`src/rtl/vga_frame_reader.sv`:
```
// rtl/vga_frame_reader.sv - VGA scan timing with word-packed grayscale image fetch; optional TEST_PATTERN_EN
module vga_frame_reader #(
  parameter int CLK_DIV   = 2,
  parameter int H_ACTIVE  = 640,
  parameter int H_FP      = 16,
  parameter int H_SYNC    = 96,
  parameter int H_BP      = 48,
  parameter int V_ACTIVE  = 480,
  parameter int V_FP      = 10,
  parameter int V_SYNC    = 2,
  parameter int V_BP      = 33,
  parameter int IMG_X0    = 80,
  parameter int IMG_W     = 480,
  parameter int IMG_H     = 480,
  parameter int ADDR_W    = 16,
  parameter int BASE_ADDR = 0
) (
  input  logic              clk,
  input  logic              rst,
`ifdef TEST_PATTERN_EN
  input  logic              pattern_sel,
`endif
  output logic              mem_rd_en,
  output logic [ADDR_W-1:0] mem_addr,
  input  logic [31:0]       mem_rdata,
  output logic [9:0]        x,
  output logic [9:0]        y,
  output logic              active,
  output logic              in_image,
  output logic [7:0]        pixel,
  output logic              hsync,
  output logic              vsync,
  output logic              frame_start
);

  localparam int DIV_W = (CLK_DIV > 1) ? $clog2(CLK_DIV) : 1;
  localparam logic [DIV_W-1:0]  DIV_LAST = DIV_W'(CLK_DIV - 1);
  localparam logic [9:0]        H_LAST   = 10'(H_ACTIVE + H_FP + H_SYNC + H_BP - 1);
  localparam logic [9:0]        V_LAST   = 10'(V_ACTIVE + V_FP + V_SYNC + V_BP - 1);
  localparam logic [9:0]        H_ACT    = 10'(H_ACTIVE);
  localparam logic [9:0]        V_ACT    = 10'(V_ACTIVE);
  localparam logic [9:0]        HS_LO    = 10'(H_ACTIVE + H_FP);
  localparam logic [9:0]        HS_HI    = 10'(H_ACTIVE + H_FP + H_SYNC);
  localparam logic [9:0]        VS_LO    = 10'(V_ACTIVE + V_FP);
  localparam logic [9:0]        VS_HI    = 10'(V_ACTIVE + V_FP + V_SYNC);
  localparam logic [9:0]        IMG_X_LO = 10'(IMG_X0);
  localparam logic [9:0]        IMG_X_HI = 10'(IMG_X0 + IMG_W);
  localparam logic [9:0]        IMG_Y_HI = 10'(IMG_H);
  localparam logic [1:0]        X0_LO    = IMG_X_LO[1:0];
  localparam logic [ADDR_W-1:0] BASE     = ADDR_W'(BASE_ADDR);

  logic [DIV_W-1:0]  div_q, div_d;
  logic [9:0]        hc_q, hc_d, vc_q, vc_d;
  logic [ADDR_W-1:0] rd_ptr_q, rd_ptr_d, mem_addr_q, mem_addr_d;
  logic              mem_rd_en_q, mem_rd_en_d, rd_valid_q, rd_valid_d;
  logic [31:0]       word_q, word_d;
  logic [9:0]        x_q, x_d, y_q, y_d;
  logic              active_q, active_d, in_image_q, in_image_d;
  logic [7:0]        pixel_q, pixel_d;
  logic              hsync_q, hsync_d, vsync_q, vsync_d;
  logic              frame_start_q, frame_start_d;
  logic              pattern_q, pattern_d;

  logic              tick, h_wrap, v_wrap, frame_wrap, fetch, in_img_now;
  logic [ADDR_W-1:0] fetch_addr;
  logic [1:0]        col_next, col_now;
  logic [7:0]        mem_byte;

  function automatic logic in_window(input logic [9:0] h, input logic [9:0] v);
    return (h >= IMG_X_LO) && (h < IMG_X_HI) && (v < IMG_Y_HI);
  endfunction

  // Pattern mode only changes at the frame boundary so a frame is never mixed.
`ifdef TEST_PATTERN_EN
  assign pattern_d = frame_start_d ? pattern_sel : pattern_q;
`else
  assign pattern_d = 1'b0;
`endif

  // Next-state: pixel divider, scan counters, prefetch, capture and output stage.
  always_comb begin
    tick       = (div_q == DIV_LAST);
    div_d      = tick ? '0 : div_q + 1'b1;
    h_wrap     = (hc_q == H_LAST);
    v_wrap     = (vc_q == V_LAST);
    frame_wrap = tick && h_wrap && v_wrap;

    hc_d = hc_q;
    vc_d = vc_q;
    if (tick) begin
      hc_d = h_wrap ? '0 : hc_q + 10'd1;
      if (h_wrap) begin
        vc_d = v_wrap ? '0 : vc_q + 10'd1;
      end
    end

    // A word is fetched as the counters step onto the first column of each
    // 4-pixel group, so it has landed before that group is presented.
    col_next    = hc_d[1:0] - X0_LO;
    fetch       = tick && !pattern_q && in_window(hc_d, vc_d) && (col_next == 2'd0);
    fetch_addr  = frame_wrap ? BASE : rd_ptr_q;
    rd_ptr_d    = fetch_addr;
    if (fetch) begin
      rd_ptr_d = fetch_addr + 1'b1;
    end
    mem_rd_en_d = fetch;
    mem_addr_d  = fetch ? fetch_addr : mem_addr_q;

    // Bypass the word register so the returning word is usable on the same
    // edge it is captured (needed when CLK_DIV is 2).
    rd_valid_d = mem_rd_en_q;
    word_d     = rd_valid_q ? mem_rdata : word_q;

    col_now    = hc_q[1:0] - X0_LO;
    in_img_now = in_window(hc_q, vc_q);
    mem_byte   = word_d[7:0];
    case (col_now)
      2'd0: mem_byte = word_d[7:0];
      2'd1: mem_byte = word_d[15:8];
      2'd2: mem_byte = word_d[23:16];
      2'd3: mem_byte = word_d[31:24];
      default: mem_byte = word_d[7:0];
    endcase

    x_d           = x_q;
    y_d           = y_q;
    active_d      = active_q;
    in_image_d    = in_image_q;
    pixel_d       = pixel_q;
    hsync_d       = hsync_q;
    vsync_d       = vsync_q;
    frame_start_d = 1'b0;
    if (tick) begin
      x_d           = hc_q;
      y_d           = vc_q;
      active_d      = (hc_q < H_ACT) && (vc_q < V_ACT);
      in_image_d    = in_img_now;
      hsync_d       = !((hc_q >= HS_LO) && (hc_q < HS_HI));
      vsync_d       = !((vc_q >= VS_LO) && (vc_q < VS_HI));
      frame_start_d = (hc_q == 10'd0) && (vc_q == 10'd0);
      if (!in_img_now) begin
        pixel_d = '0;
      end else if (pattern_q) begin
        pixel_d = hc_q[7:0] ^ vc_q[7:0];
      end else begin
        pixel_d = mem_byte;
      end
    end
  end

  // State registers; reset drops any read in flight along with its data.
  always_ff @(posedge clk) begin
    if (rst) begin
      div_q         <= '0;
      hc_q          <= '0;
      vc_q          <= '0;
      rd_ptr_q      <= BASE;
      mem_addr_q    <= BASE;
      mem_rd_en_q   <= 1'b0;
      rd_valid_q    <= 1'b0;
      word_q        <= '0;
      x_q           <= '0;
      y_q           <= '0;
      active_q      <= 1'b0;
      in_image_q    <= 1'b0;
      pixel_q       <= '0;
      hsync_q       <= 1'b1;
      vsync_q       <= 1'b1;
      frame_start_q <= 1'b0;
      pattern_q     <= 1'b0;
    end else begin
      div_q         <= div_d;
      hc_q          <= hc_d;
      vc_q          <= vc_d;
      rd_ptr_q      <= rd_ptr_d;
      mem_addr_q    <= mem_addr_d;
      mem_rd_en_q   <= mem_rd_en_d;
      rd_valid_q    <= rd_valid_d;
      word_q        <= word_d;
      x_q           <= x_d;
      y_q           <= y_d;
      active_q      <= active_d;
      in_image_q    <= in_image_d;
      pixel_q       <= pixel_d;
      hsync_q       <= hsync_d;
      vsync_q       <= vsync_d;
      frame_start_q <= frame_start_d;
      pattern_q     <= pattern_d;
    end
  end

  assign mem_rd_en   = mem_rd_en_q;
  assign mem_addr    = mem_addr_q;
  assign x           = x_q;
  assign y           = y_q;
  assign active      = active_q;
  assign in_image    = in_image_q;
  assign pixel       = pixel_q;
  assign hsync       = hsync_q;
  assign vsync       = vsync_q;
  assign frame_start = frame_start_q;

endmodule
```
`config.mk`:
```
export PLATFORM = sky130hd
export DESIGN_NAME = vga_frame_reader
export DESIGN_NICKNAME = d
export VERILOG_FILES = /design/src/rtl/vga_frame_reader.sv
export SDC_FILE = /design/constraint.sdc
export NUM_CORES = 1
export LEC_CHECK = 0
export CELL_PAD_IN_SITES_DETAIL_PLACEMENT = 0
export CELL_PAD_IN_SITES_GLOBAL_PLACEMENT = 1
export CORE_ASPECT_RATIO = 1.25
export CORE_MARGIN = 3
export CORE_UTILIZATION = 30
export DETAILED_ROUTE_END_ITERATION = 8
export PLACE_DENSITY = 0.65
export RECOVER_POWER = 25
export SLEW_MARGIN = 25
export SYNTH_ARGS = -nofsm -noshare
export SYNTH_HDL_FRONTEND = slang
export SYNTH_SLANG_ARGS = --single-unit
```
`constraint.sdc`:
```
create_clock -name clk -period 6.4 [get_ports clk]
set_clock_uncertainty 0.15 [all_clocks]
set_input_delay 0.64 -clock clk [delete_from_list [all_inputs] [get_ports clk]]
set_output_delay 0.64 -clock clk [all_outputs]
set_load 0.02 [all_outputs]
```
==> impl_results.md <==
* Reg2reg setup slack at between 2 and 3 ns
* Syn Nets at 646
* Vias in the first global route at 4293
* Post CTS Setup Buffer Count at 0
* IO Port Bufs at 83
* Slowest CP cell: clkbuf_1
* Critical Path Stages at 5
* Yosys top cell by area: dfxtp_1
* Syn-to-layout area delta at 26.5%
* Fmax at 0.216 GHz
* EDFF count, synth at 0
* Clock-pin slew on the worst setup and hold paths at 0.06 ns
* Initial antenna violation count at 0
* Die width at 127 um
* Syn avg cell area at roughly 9.0 sq um
* Leak pwr at 2.35 nW
* Main synth FF type: dfxtp_1
* Cell internal pwr at 1.41 mW
* Initial DRC count at around 270
* Top cells by area, synth: dfxtp_1 (44%), mux2i_1 (9.9%), nor2_1 (6.0%)
* Fin crit share at 72.3%
* Hold_buf cts at 0
* Commonest non-fill, non-tap cell in the layout: dfxtp_1
* Clk_lat worst skew at between 0.4 and 0.5 ns
* Post-Synthesis Cells at 604
* PD cells at 266 nW/um^2
* Number of core rows at 54
* Ys async rst share at 0%
* Root Driver: clkbuf_16
* Critical path buffer and inverter count at 3
* Footprint of the multi-input gates at about 2700 sq um
* Seq pwr share at approximately two fifths
* Worst hold path class: reg -> reg
* Pre-CTS setup slack at 2.91 ns
* Final-report hold violation count at 0
* Synthesized area at around 5500 sq um
* Startpoint Class: input port
* Grt ovf at 0
* DR vias at between 4000 and 5000
* Yosys cell types at 62
* Final setup violation count at 0
* Cell Chain, Critical Path: buf_2 > clkbuf_1 > clkbuf_1 > nor2_1 > a22o_1
* Status: finished, violations left
* TritonCTS buffer count at 17
* WHS at a little over 0.3 ns
* Cell Area, Placed at about 6300 sq um
* Setup TNS at 0 ns
* VDD IR-drop max at 0.136 mV
* Worst Tran Pin Value at about 2.4 ns
* Slowest Stage Delay on Critical Path at 1.78 ns
* Per-cell routed wire length at between 15 and 20 um
* HPWL after DPL at 9.56 mm
* R2R Path Start: div_q
* CP endpoint: pixel[5]
* Clk network pwr share at 54.3%
* NumNets Final at 706
* Gr usage total at 14.2%
* CTS tree: built
* Commonest cells after routing, fill and taps aside: dfxtp_1 (118), nor2_1 (87), clkdlybuf4s50_1 (82), mux2i_1 (54), nand2_1 (36)
* Routed Antenna Nets at 0
* Die area at 19800 sq um
* Crit Path Class: in -> reg
* Synthesis Warnings at 0
* CP required at 6.55 ns
* Sequential fraction of the synthesis area at between 40% and 50%
* Vias per std cell at 4.92
* Critical path peak fanout at 54
* Post-route DRC at 0
* CP Capture Type: register
* Core outline area at 17600 sq um
* Gpl congestion at between 0.8 and 0.9
* Most used cell, CP: clkbuf_1
* Final wirelength at between 10 and 15 mm
* Slew HR at -60.1%
* Cells on worst reg2reg path at 7
* CTS resizes at 0
* IO Count at 84
* Slew Viols, Final at 94
* Largest net degree at the start of global routing at 55
* CTS H-tree depth at 4
* Post-synth top area share at between 40 and 50%
* Final min period at 4.63 ns
* Synth Register Bits at 120
* Worst path arrival time at between 4 and 5 ns
* ANT cells at 0
* Setup WS post-layout at 1.77 ns
* Initial Utilization at 30.9%
* Global-route wire length before repair at 22.7 mm
* Total area of sequential cells at 2400 sq um
* Clk sinks at 120
* RSZ-0062 raised after global routing: false
* DIE HEIGHT at 157 um
* Finished Cell Area at 6900 sq um
* Max-Cap Viols at 2
* Sw Share at 23.1%
* Drt first pass iters at 4
* Fill count at 1777
* Delay-heaviest family, CP: buffers and inverters
* FF-to-FF End: mem_addr[2]
* Logic pwr share at 4.2%
* Net Switching at 0.424 mW
* CP Launch Point: rst
* Share of layout cells above drive strength 1 at 8.42%
* Violated checks: max-capacitance violations, max-slew violations
* Clock buffer depth at 2
==> power by group through the flow <==
| stage | clock network, mW | logic, mW | registers (mW) |
|---|---|---|---|
| after CTS | 1.02 | 0.0787 | 0.761 |
| after detailed placement | 0 | 0.0778 | 0.777 |
| after global routing | 1.06 | 0.0842 | 0.761 |
| final | 0.996 | 0.0768 | 0.761 |
| after floorplan | 0 | 0.0462 | 0.771 |
| after global placement | 0 | 0.0779 | 0.777 |
==> synth_stat cells, drive strengths merged, types with 2 or more instances <==
| cell type | number |
|---|---|
| mux2i | 54 |
| o31ai | 3 |
| a31oi | 3 |
| nor4 | 3 |
| nor2 | 88 |
| o31a | 10 |
| xor2 | 6 |
| inv | 13 |
| o22ai | 9 |
| nand4b | 2 |
| ha | 8 |
| o21ai | 28 |
| or4 | 3 |
| nand4 | 14 |
| a21o | 3 |
| and3 | 7 |
| a22o | 8 |
| dfxtp | 120 |
| xnor2 | 12 |
| clkbuf | 20 |
| and4 | 6 |
| nand3 | 34 |
| or3 | 8 |
| nand2 | 36 |
| o211ai | 2 |
| a21oi | 28 |
| nand2b | 14 |
| nor3 | 11 |
| nor4b | 3 |
| buf | 24 |
| and2 | 6 |
| nor2b | 4 |
| nand3b | 3 |
==> worst min path at each step <==
stage,start,end,cells after the start
after floorplan,rd_ptr_q[15],mem_addr[15],2
after CTS,mem_rd_en,rd_valid_q,1
final,mem_rd_en,rd_valid_q,1
after global routing,mem_addr[8],mem_addr[8],2
after detailed placement,in_image,in_image,1
after global placement,in_image,in_image,1
==> state kept, by name, summed over array words and instances (netlist names) <==
register and cells:
hsync 1, mem_rd_en 1, pixel 8, rd_valid_q 1, vsync 1, vc_q 10, frame_start 1, mem_addr 16
active 1, in_image 1, hc_q 10, x 10, word_q 32, rd_ptr_q 16, y 10, div_q 1
==> worst reg2reg max path, stage by stage, from the launching register on <==
cell and delay, ns:
dfxtp_2 0.98, and3_1 0.38, nand3_2 0.17, or3_4 0.51, o21ai_2 0.12, and4_2 0.69
mux2i_1 0.27, nor2_1 0.05
==> cell type report <==
type / instances / share of cell area [%]
repair buffers: 85 / 12.1
inverters: 13 / 0.707
clock buffers: 17 / 6.17
well taps: 224 / 4.06
clock inverters: 15 / 2.77
flip-flops and latches: 120 / 34.9
multi-input cells: 427 / 39.4
==> per-stage QoR <==
step | cells | power [mW] | utilization, %
global route | 901 | 1.90 | 39.1
detailed placement | 869 | 0.855 | 35.7
finish | 901 | 1.83 | 39.1
global placement | 869 | 0.855 | 35.7
CTS | 901 | 1.86 | 39.2
floorplan | 604 | 0.817 | -
==> logic make-up after synthesis <==
group / count (synthesis) / synth area share, %
AO/OA/AOI/OAI: 102 / 12.0
XOR/XNOR: 18 / 2.89
adder cells (fa/ha/maj): 8 / 1.83
buffers and inverters: 57 / 6.19
flip-flops: 120 / 44.0
multiplexers: 54 / 9.91
AND/OR/NAND/NOR: 245 / 23.2
==> layer usage <==
metal	routed length [um]	up-vias	track usage, %
met2	6470	94	22.2
met4	121	0	3.78
met3	613	10	4.54
met5	0	-	0
li1	-	2244	-
met1	6850	2081	19.0
Note: power is estimated with default switching activity, not from simulation.
